### src/rtl/uart_pkg.sv
// Shared UART definitions: receiver state encoding, frame width and default bit timing.
package uart_pkg;

    typedef enum logic [2:0] {
        IDLE,
        START,
        DATA,
        STOP,
        BREAK
    } uart_rx_state_t;

    localparam int UART_DATA_BITS            = 8;
    localparam int UART_DEFAULT_CLKS_PER_BIT = 33;

endpackage

### src/rtl/sync_2ff.sv
// Two-flop synchronizer for bringing one asynchronous level into the clk_in domain.
module sync_2ff #(
    parameter bit RESET_VAL = 1'b1
) (
    input  logic clk_in,
    input  logic rst_in,
    input  logic d,
    output logic q
);

    logic meta;

    always_ff @(posedge clk_in) begin
        if (!rst_in) begin
            meta <= RESET_VAL;
            q    <= RESET_VAL;
        end else begin
            meta <= d;
            q    <= meta;
        end
    end

endmodule

### src/rtl/uart_rx.sv
// 8N1 UART receiver: mid-bit sampling, one-cycle valid and framing-error pulses.
module uart_rx
    import uart_pkg::*;
#(
    parameter int CLKS_PER_BIT = UART_DEFAULT_CLKS_PER_BIT
) (
    input  logic                      clk_in,
    input  logic                      rst_in,
    input  logic                      uart_rxd_in,
    output logic [UART_DATA_BITS-1:0] byte_out,
    output logic                      valid_out,
    output logic                      framing_error_out,
    output logic                      busy_out
);

    localparam int CNT_W = $clog2(CLKS_PER_BIT);
    localparam int IDX_W = $clog2(UART_DATA_BITS);
    localparam logic [CNT_W-1:0] CNT_FULL = CNT_W'(CLKS_PER_BIT - 1);
    localparam logic [CNT_W-1:0] CNT_HALF = CNT_W'(CLKS_PER_BIT / 2 - 1);
    localparam logic [IDX_W-1:0] IDX_LAST = IDX_W'(UART_DATA_BITS - 1);

    uart_rx_state_t            state;
    logic                      rxd_s;
    logic [CNT_W-1:0]          clk_cnt;
    logic [IDX_W-1:0]          bit_idx;
    logic [UART_DATA_BITS-1:0] shift_reg;

    sync_2ff #(
        .RESET_VAL (1'b1)
    ) u_sync (
        .clk_in (clk_in),
        .rst_in (rst_in),
        .d      (uart_rxd_in),
        .q      (rxd_s)
    );

    assign busy_out = (state != IDLE);

    // Leaving STOP at mid-bit lets a start edge follow the stop bit with no idle gap.
    always_ff @(posedge clk_in) begin
        if (!rst_in) begin
            state             <= IDLE;
            clk_cnt           <= '0;
            bit_idx           <= '0;
            shift_reg         <= '0;
            byte_out          <= '0;
            valid_out         <= 1'b0;
            framing_error_out <= 1'b0;
        end else begin
            valid_out         <= 1'b0;
            framing_error_out <= 1'b0;
            case (state)
                IDLE: begin
                    if (!rxd_s) begin
                        state   <= START;
                        clk_cnt <= '0;
                    end
                end
                START: begin
                    if (clk_cnt == CNT_HALF) begin
                        clk_cnt <= '0;
                        bit_idx <= '0;
                        state   <= rxd_s ? IDLE : DATA;
                    end else begin
                        clk_cnt <= clk_cnt + 1'b1;
                    end
                end
                DATA: begin
                    if (clk_cnt == CNT_FULL) begin
                        clk_cnt   <= '0;
                        shift_reg <= {rxd_s, shift_reg[UART_DATA_BITS-1:1]};
                        if (bit_idx == IDX_LAST) begin
                            state <= STOP;
                        end else begin
                            bit_idx <= bit_idx + 1'b1;
                        end
                    end else begin
                        clk_cnt <= clk_cnt + 1'b1;
                    end
                end
                STOP: begin
                    if (clk_cnt == CNT_FULL) begin
                        clk_cnt <= '0;
                        if (rxd_s) begin
                            byte_out  <= shift_reg;
                            valid_out <= 1'b1;
                            state     <= IDLE;
                        end else begin
                            framing_error_out <= 1'b1;
                            state             <= BREAK;
                        end
                    end else begin
                        clk_cnt <= clk_cnt + 1'b1;
                    end
                end
                BREAK: begin
                    // A held-low line must reach idle before another start can be seen.
                    if (rxd_s) begin
                        state <= IDLE;
                    end
                end
                default: state <= IDLE;
            endcase
        end
    end

endmodule

### config.mk
export PLATFORM = sky130hd
export DESIGN_NAME = uart_rx
export DESIGN_NICKNAME = d
export VERILOG_FILES = /design/src/rtl/uart_pkg.sv /design/src/rtl/sync_2ff.sv /design/src/rtl/uart_rx.sv
export SDC_FILE = /design/constraint.sdc
export NUM_CORES = 1
export LEC_CHECK = 0
export CAP_MARGIN = 10
export CORE_MARGIN = 10
export CORE_UTILIZATION = 55
export CTS_CLUSTER_SIZE = 14
export DETAILED_ROUTE_END_ITERATION = 8
export PLACE_DENSITY_LB_ADDON = 0.12
export SYNTH_ARGS = -nofsm -noshare
export SYNTH_HDL_FRONTEND = slang
export SYNTH_SLANG_ARGS = --single-unit
### constraint.sdc
create_clock -name clk_in -period 1.8 [get_ports clk_in]
set_input_delay 0.45 -clock clk_in [delete_from_list [all_inputs] [get_ports clk_in]]
set_output_delay 0.45 -clock clk_in [all_outputs]
set_load 0.1 [all_outputs]
-- Yosys cells after proc, flatten, opt, wreduce, memory -nomap -nowiden
Cells that the tools add are included.
- flip-flop bits (word level): 32
- bits in latches: 0
- bits in writable memories: 0
- ROM bits: 0
- bits of input ports: 3
- output and inout bits: 11
- logic and storage cells: 55
- memories: 0
- $add $sub $neg: 2
- multipliers: 0
- divide/modulo/power cells: 0
- $lt $le $gt $ge: 0
- equality and inequality tests: 14
- shift operators: 0
- multiplexer cells: 19
- bitwise operators: 0
- reduce and logical (&&, ||, !) cells: 11
- operators by type and width (kind ; number):
    3-bit 2-to-1 mux ; 10
    6-bit 2-to-1 mux ; 3
    6-bit case mux with 3 select lines ; 1
    3-bit case mux with 5 select lines ; 1
    2-bit inequality test (second input constant) ; 6
    6-bit by 1-bit adder with 6-bit output (second input constant) ; 1
    3-bit by 2-bit equality test with 1-bit output (second input constant) ; 2
    3-bit equality test (second input constant) ; 2
    6-bit by 4-bit equality test with 1-bit output (second input constant) ; 1
    6-bit equality test (second input constant) ; 1
    3-bit case mux with 2 select lines ; 1
    3-bit AND reduction ; 2
    6-bit AND reduction ; 1
    3-bit nonzero test ; 2
    2-bit AND reduction ; 2
    4-bit AND reduction ; 1
    3-bit by 1-bit adder with 3-bit output (second input constant) ; 1
    3-bit by 1-bit equality test with 1-bit output (second input constant) ; 1
    3-bit zero test ; 1
    1-bit 2-to-1 mux ; 2
    2-bit 2-to-1 mux ; 1
    2-bit by 1-bit inequality test with 1-bit output (second input constant) ; 1
    2-bit nonzero test ; 1
    2-bit OR reduction ; 1

-- Longest topological paths before layout
Gate-level depths: netlist (run 1).
- depth in word-level cells: 4
- depth in mapped cells: 7
- mapped depth without buffers: 6

-- By module
From an unflattened synthesis (run 1), not the netlist that was laid out.
- cells, all modules: 146
- area total of the unflattened synthesis: 1408.9 um^2
- by module, submodules not included (module ; times used ; cells each ; area each (um^2) ; seq. area each (um^2)):
    uart_rx ; 1 ; 142 ; 1356.3 ; 600.6
    sync_2ff ; 1 ; 4 ; 52.6 ; 40.0

-- Least setup slack after synthesis (run 1)
Ideal clock, no wire load.
- kind: register -> output
- start: reg state[2]
- end: out busy_out
- arrival time: 1386 ps
- required time: 1350 ps
- path slack: -36 ps
- cell stages (with the launch flop): 3
- path buffers: 1
- cell sequence: dfxtp_1 > clkbuf_1 > or3_1
- word-level cells in the longest chain between the ends: 1
- RTL lines (what ; line ; source):
    start: declaration ; uart_rx.sv:22 ; uart_rx_state_t state;
    start signal: assignment ; uart_rx.sv:63 ; state <= rxd_s ? IDLE : DATA;
    3-bit nonzero test ; uart_rx.sv:37 ; assign busy_out = (state != IDLE);
    end: declaration ; uart_rx.sv:13 ; output logic busy_out
No other way between the ends.

-- Worst setup path after layout (run 1)
- start: reg state[1]
- end: out busy_out
The elaborated chain is that of the path after synthesis.

==> impl_metrics.sql, run 1 <==
INSERT INTO impl_metrics (metric_group, metric, value, unit) VALUES
('clock_tree', 'clock_tree.root_cell', 'clkbuf_4', ''),
('synth', 'syn-mean-instance-area', '9.34', 'um^2'),
('clock_tree', 'cts_max_level', '2', ''),
('layout', 'finalNonFillerCells', '202', ''),
('layout', 'drive_gt1_frac', '0.203', ''),
('pwr', 'max-vdd-ir-drop', '0.000606', 'V'),
('synth', 'synth_top_cell_area_share', '0.446', ''),
('placement', 'dp.cells', '195', ''),
('synth', 'post-synth-top-area-cell', 'dfxtp_1', ''),
('timing', 'clock-skew-final', '0.00928', 'ns'),
('timing', 'hold_violations', '0', ''),
('drt', 'wire_per_inst', '14.5', 'um'),
('layout', 'mostFrequentLayoutCells', 'dfxtp_1 (29), nor2_1 (18), nand3_1 (13), nand2_1 (12), buf_12 (11)', ''),
('drt', 'vias', '1162', ''),
('grt', 'grt_remaining_overflow', '0', ''),
('timing', 'max_slew_margin', '0.625', ''),
('setup_path', 'cp-end-kind', 'output pin', ''),
('setup_path', 'crit_path_cell_trace', 'or3_4 -> buf_12', ''),
('clock_tree', 'clk-insertion-delay-late', '0.33', 'ns'),
('timing', 'timing.final.setup_violations', '0', ''),
('timing', 'fin_setup_tns', '0', 'ns'),
('layout', 'flow.area_growth_from_synthesis', '24.5', '%'),
('synth', 'synth-seq-area-share', '0.446', ''),
('setup_path', 'cpLargestDelayFamily', 'flip-flops', ''),
('setup_path', 'start_kind', 'flop', ''),
('grt', 'grt_start_max_net_pins', '20', ''),
('placement', 'weighted_congestion_reported_at_the_end_of_routability_driven_placement', '0.863', ''),
('layout', 'mostFrequentLayoutCell', 'dfxtp_1', ''),
('drt', 'routed_wl', '2.94', 'mm'),
('drt', 'drt_pass1_iterations', '4', ''),
('synth', 'post_synth_instance_area', '1440', 'um^2'),
('setup_path', 'setup.worst_path.start', 'state[1]', ''),
('synth', 'synth_fp_nets', '161', ''),
('grt', 'gr-usage-all-layers', '0.123', ''),
('floorplan', 'floorplan.die.height', '71.1', 'um'),
('setup_path', 'timing.critical_path.required', '1.35', 'ns'),
('setup_path', 'worst_r2r_startpoint', 'clk_cnt[5]', ''),
('setup_path', 'critical_path.max_stage_delay', '0.40', 'ns'),
('synth', 'synth_async_sr_flop_share', '0', ''),
('setup_path', 'timing.critical_path.fanout_max', '13', ''),
('drt', 'detail_route.drc_violations', '0', ''),
('floorplan', 'die_w', '71.1', 'um'),
('drt', 'postRouteAntennaNets', '0', ''),
('clock_tree', 'cts_hold_buffers', '0', ''),
('grt', 'grt_pass1_vias', '1129', ''),
('run_status', 'run_status', 'finished, final reports clean', ''),
('floorplan', 'io_pins', '14', ''),
('placement', 'dp_slack', '0.124', 'ns'),
('layout', 'fin_nets', '179', ''),
('clock_tree', 'tritoncts_clock_tree', 'done', ''),
('timing', 'min_period', '1.71', 'ns'),
('synth', 'synth_top_cells_by_area', 'dfxtp_1 (45%), mux2i_1 (7.0%), nor2_1 (4.7%), nand3_1 (4.5%), ha_1 (3.5%)', ''),
('floorplan', 'initial_utilization', '0.580', ''),
('placement', 'place.port_buffers', '13', ''),
('floorplan', 'placementRows', '18', ''),
('placement', 'detailedPlacementHpwl', '2.17', 'mm'),
('synth', 'ys_seq_elements', '32', ''),
('synth', 'syn_inst', '154', ''),
('timing', 'timing.fmax', '0.586', 'GHz'),
('layout', 'nFillCells', '193', ''),
('clock_tree', 'clockBufferDepth', '2', ''),
('layout', 'antenna_cells_inserted', '0', ''),
('grt', 'initial_antenna_violation_count', '0', ''),
('worst_hold_path', 'worst_hold_startpoint', 'u_sync.meta', ''),
('synth', 'library_cells_used_by_synthesis', '39', ''),
('clock_tree', 'number_of_buffers_created_by_cts', '5', ''),
('timing', 'holdWs', '0.405', 'ns'),
('pwr', 'cellPowerDensity', '663', 'nW/um^2'),
('timing', 'number_of_pins_with_negative_max_slew_slack_in_the_final_report', '0', ''),
('clock_tree', 'clk_pin_slew', '0.10', 'ns'),
('floorplan', 'design.die.area', '5060', 'um^2');
worst register-to-register path, stage by stage, from the launching register on:
cell and delay (ns):
dfxtp_1 0.43, nor3b_4 0.38, nand3_1 0.27, buf_4 0.26, mux2i_1 0.17, nor2_1 0.06
Yosys cell counts (all sizes together), types with 2 or more instances:
cell	number
inv	3
clkbuf	6
o21ai	12
nor2b	2
dfxtp	32
nor3b	4
nand2b	5
ha	4
buf	3
nor2	18
nand3	14
mux2i	10
nand2	12
nand3b	2
a21oi	4
nor3	3
o41ai	2
xnor2	4
through the flow:
step	util	power [mW]	area (um^2)
3_5_place_dp	0.697	0.819	1730
4_1_cts	0.719	1.20	1780
3_3_place_gp	0.697	0.818	1730
5_1_grt	0.722	1.23	1790
6_report	0.722	1.19	1790
2_1_floorplan	-	0.791	1440
kinds of logic (layout without fill, tap and decap cells):
kind of cell,Yosys count,after routing,synth area share
AO/OA/AOI/OAI,25,25,0.126
XOR/XNOR,4,4,0.0244
adder cells (fa/ha/maj),4,4,0.0348
buffers and inverters,12,30,0.0374
flip-flops,32,32,0.446
multiplexers,10,10,0.0696
AND/OR/NAND/NOR,67,67,0.262
final timing paths:
| path | end | slack [ns] | cells past startpoint |
|---|---|---|---|
| max reg2reg | shift_reg[2] | 0.14 | 5 |
| min | u_sync.q | 0.40 | 1 |
| max | busy_out | 0.09 | 2 |
| min reg2reg | u_sync.q | 0.40 | 1 |
area by class of cell:
| cell class | count | area (um^2) | area share |
|---|---|---|---|
| multi-input combinational | 110 | 757 | 0.423 |
| sequential | 32 | 644 | 0.360 |
| timing repair buffer | 20 | 293 | 0.164 |
| clock buffer | 6 | 41.3 | 0.0231 |
| tap | 30 | 37.5 | 0.0210 |
| inverter | 3 | 11.3 | 0.00629 |
| clock inverter | 1 | 5.00 | 0.00280 |
per-layer routing:
metal	wire length (um)	share of wire	vias up	global-route usage
li1	-	-	582	-
met1	1300	0.44	548	0.132
met2	1390	0.47	23	0.200
met3	165	0.056	9	0.0516
met4	85	0.029	0	0.0667
met5	0	0	-	0
report_power, final:
part | internal, mW | switching (mW) | total [mW]
Sequential | 0.714 | 0.00718 | 0.721
Combinational | 0.0359 | 0.0492 | 0.0851
Clock | 0.144 | 0.236 | 0.380
what timing repair did:
action,in CTS,in global routing
cloned,0,0
buffers inserted,0,0
endpoints found under the setup margin,1,8
gates resized for setup,4,1
Power figures use the tool's default switching activity.
==> inputs of run 2 (changes only) <==
DONT_BUFFER_PORTS = 1   (was not set)
==> run 2 against run 1 <==
- sequential cell count is the same
- clock power grew 45%
- total power is 13% higher
- cell area decreased by 7.0%
- sequential share of layout area rose by 2.9 points
- combinational power fell by 23%
- highest routed layer unchanged
- global-route usage down 1.1 points
- hold slack got worse by 0.21 ns
==> impl_metrics.sql, run 2 (same netlist as run 1, synthesis figures left out) <==
INSERT INTO impl_metrics (metric_group, metric, value, unit) VALUES
('floorplan', 'design.die.area', '5060', 'um^2'),
('setup_path', 'crit_path_cell_trace', 'or3_4 -> buf_12', ''),
('placement', 'dp.cells', '191', ''),
('clock_tree', 'clock_tree.root_cell', 'clkbuf_4', ''),
('layout', 'nFillCells', '210', ''),
('flow_run', 'max_cap_viol_count', '0', ''),
('grt', 'grt_start_max_net_pins', '28', ''),
('setup_path', 'worst_r2r_startpoint', 'clk_cnt[0]', ''),
('timing', 'timing.final.setup_violations', '0', ''),
('floorplan', 'standard_cell_core_area', '2480', 'um^2'),
('setup_path', 'cp.buffers_inverters', '1', ''),
('setup_path', 'start_kind', 'flop', ''),
('clock_tree', 'cts_max_level', '2', ''),
('timing', 'final.setup.worst_slack', '0.106', 'ns'),
('timing', 'holdWs', '0.193', 'ns'),
('floorplan', 'io_pins', '14', ''),
('placement', 'place.port_buffers', '0', ''),
('pwr', 'cellPowerDensity', '802', 'nW/um^2'),
('placement', 'dp_slack', '0.184', 'ns'),
('setup_path', 'cpLargestDelayFamily', 'simple AND/OR/NAND/NOR gates', ''),
('layout', 'finalCoreUtilization', '0.672', ''),
('timing', 'rsz0062_at_grt', 'no', ''),
('layout', 'drive_gt1_frac', '0.212', ''),
('setup_path', 'critical_path.max_stage_delay', '0.39', 'ns'),
('drt', 'detail_route.drc_violations', '0', ''),
('drt', 'postRouteAntennaNets', '0', ''),
('run_status', 'run_status', 'finished, final reports clean', ''),
('placement', 'detailedPlacementHpwl', '1.90', 'mm'),
('timing', 'final.period_utilization', '0.941', ''),
('pwr', 'max-vdd-ir-drop', '0.000642', 'V'),
('layout', 'fin_nets', '176', ''),
('timing', 'number_of_pins_with_negative_max_slew_slack_in_the_final_report', '0', ''),
('setup_path', 'path_class', 'flop to output pin', ''),
('setup_path', 'cp-end-kind', 'output pin', ''),
('drt', 'vias', '1106', ''),
('drt', 'detail_route.vias_per_cell', '5.53', ''),
('grt', 'grt_first_pass_wirelength', '4.79', 'mm'),
('pwr', 'lkg_pwr', '0.677', 'nW'),
('drt', 'routed_wl', '2.68', 'mm'),
('floorplan', 'initial_utilization', '0.580', ''),
('setup_path', 'critPathArrivalTime', '1.24', 'ns'),
('setup_path', 'reg2reg_depth', '5', ''),
('grt', 'initial_antenna_violation_count', '0', ''),
('timing', 'fin_setup_tns', '0', 'ns'),
('layout', 'flow.area_growth_from_synthesis', '15.8', '%'),
('clock_tree', 'clk-insertion-delay-late', '0.33', 'ns'),
('clock_tree', 'cts_hold_buffers', '0', ''),
('drt', 'initialDrtViolationCount', '39', ''),
('clock_tree', 'number_of_buffers_created_by_cts', '5', ''),
('drt', 'drt_pass1_iterations', '4', ''),
('layout', 'mostFrequentLayoutCells', 'dfxtp_1 (29), nor2_1 (18), buf_4 (16), nand3_1 (13), nand2_1 (12)', ''),
('clock_tree', 'tritoncts_num_sinks', '32', ''),
('grt', 'grt_remaining_overflow', '0', ''),
('clock_tree', 'clk_pin_slew', '0.11', 'ns'),
('clock_tree', 'tritoncts_clock_tree', 'done', ''),
('timing', 'min_period', '1.69', 'ns'),
('timing', 'timing.fmax', '0.590', 'GHz'),
('floorplan', 'floorplan.die.height', '71.1', 'um'),
('setup_path', 'timing.critical_path.fanout_max', '3', ''),
('timing', 'max_slew.worst_pin.slew', '0.584', 'ns'),
('layout', 'finalNonFillerCells', '200', ''),
('setup_path', 'setup.worst_path.start', 'state[2]', ''),
('grt', 'grt_pass1_vias', '1023', ''),
('floorplan', 'placementRows', '18', ''),
('clock_tree', 'clockBufferDepth', '2', ''),
('drt', 'wire_per_inst', '13.4', 'um'),
('layout', 'mostFrequentLayoutCell', 'dfxtp_1', ''),
('setup_path', 'critical_path.slowest_cell', 'or3_4', ''),
('setup_path', 'timing.critical_path.required', '1.35', 'ns'),
('timing', 'max_slew_margin', '0.609', ''),
('worst_hold_path', 'min_path_cells', '1', ''),
('floorplan', 'die_w', '71.1', 'um'),
('worst_hold_path', 'worst_hold_startpoint', 'rst_in', ''),
('timing', 'clock-skew-final', '0.00998', 'ns'),
('layout', 'antenna_cells_inserted', '0', ''),
('grt', 'gr-usage-all-layers', '0.112', ''),
('setup_path', 'path_depth', '2', ''),
('worst_hold_path', 'worstHoldPathType', 'primary input to flop', ''),
('timing', 'hold_violations', '0', ''),
('placement', 'weighted_congestion_reported_at_the_end_of_routability_driven_placement', '0.813', '');
## run 2: worst paths after layout
kind | to | slack [ns]
max reg2reg | state[1] | 0.14
max | busy_out | 0.11
min | u_sync.q | 0.19
min reg2reg | u_sync.q | 0.42
## run 2: per-layer routing
| metal | track usage | vias up | routed length [um] |
|---|---|---|---|
| li1 | - | 571 | - |
| met3 | 0.0502 | 5 | 170 |
| met5 | 0 | - | 0 |
| met2 | 0.182 | 22 | 1210 |
| met1 | 0.132 | 508 | 1280 |
| met4 | 0.0258 | 0 | 23 |
## run 2: power by group
group          internal [mW]  switching [mW]  leakage, nW  total (mW)
registers              0.712         0.00663        0.260       0.719
clock network          0.289           0.260       0.0412       0.550
logic                 0.0278          0.0378        0.376      0.0656
total                   1.03           0.305        0.677        1.33
## run 2: timing repair
| action | CTS | global route |
|---|---|---|
| resized for setup | 5 | 0 |
| hold endpoints to repair | 0 | 0 |
| setup buffers | 1 | 0 |
| endpoints found under the setup margin | 1 | 0 |
## run 2: final cells by class
type	count	area [um^2]	area share
multi-input combinational	110	748	0.450
sequential	32	647	0.389
tap	30	37.5	0.0226
inverter	3	11.3	0.00677
timing repair buffer	17	140	0.0842
clock buffer	5	37.5	0.0226
clock inverter	3	42.5	0.0256
## run 2: metrics by stage
step                      total power, mW  area (um^2)
after floorplan                     0.791         1440
after global placement              0.800         1570
after detailed placement            0.801         1570
after CTS                            1.35         1660
after global routing                 1.38         1660
final                                1.33         1660
## run 2: worst reg2reg max path, stage by stage, from the launching register on
cell	delay (ns)
dfxtp_1	0.41
ha_1	0.23
nand3_2	0.11
nand2b_4	0.17
or4b_1	0.48
a21oi_1	0.19
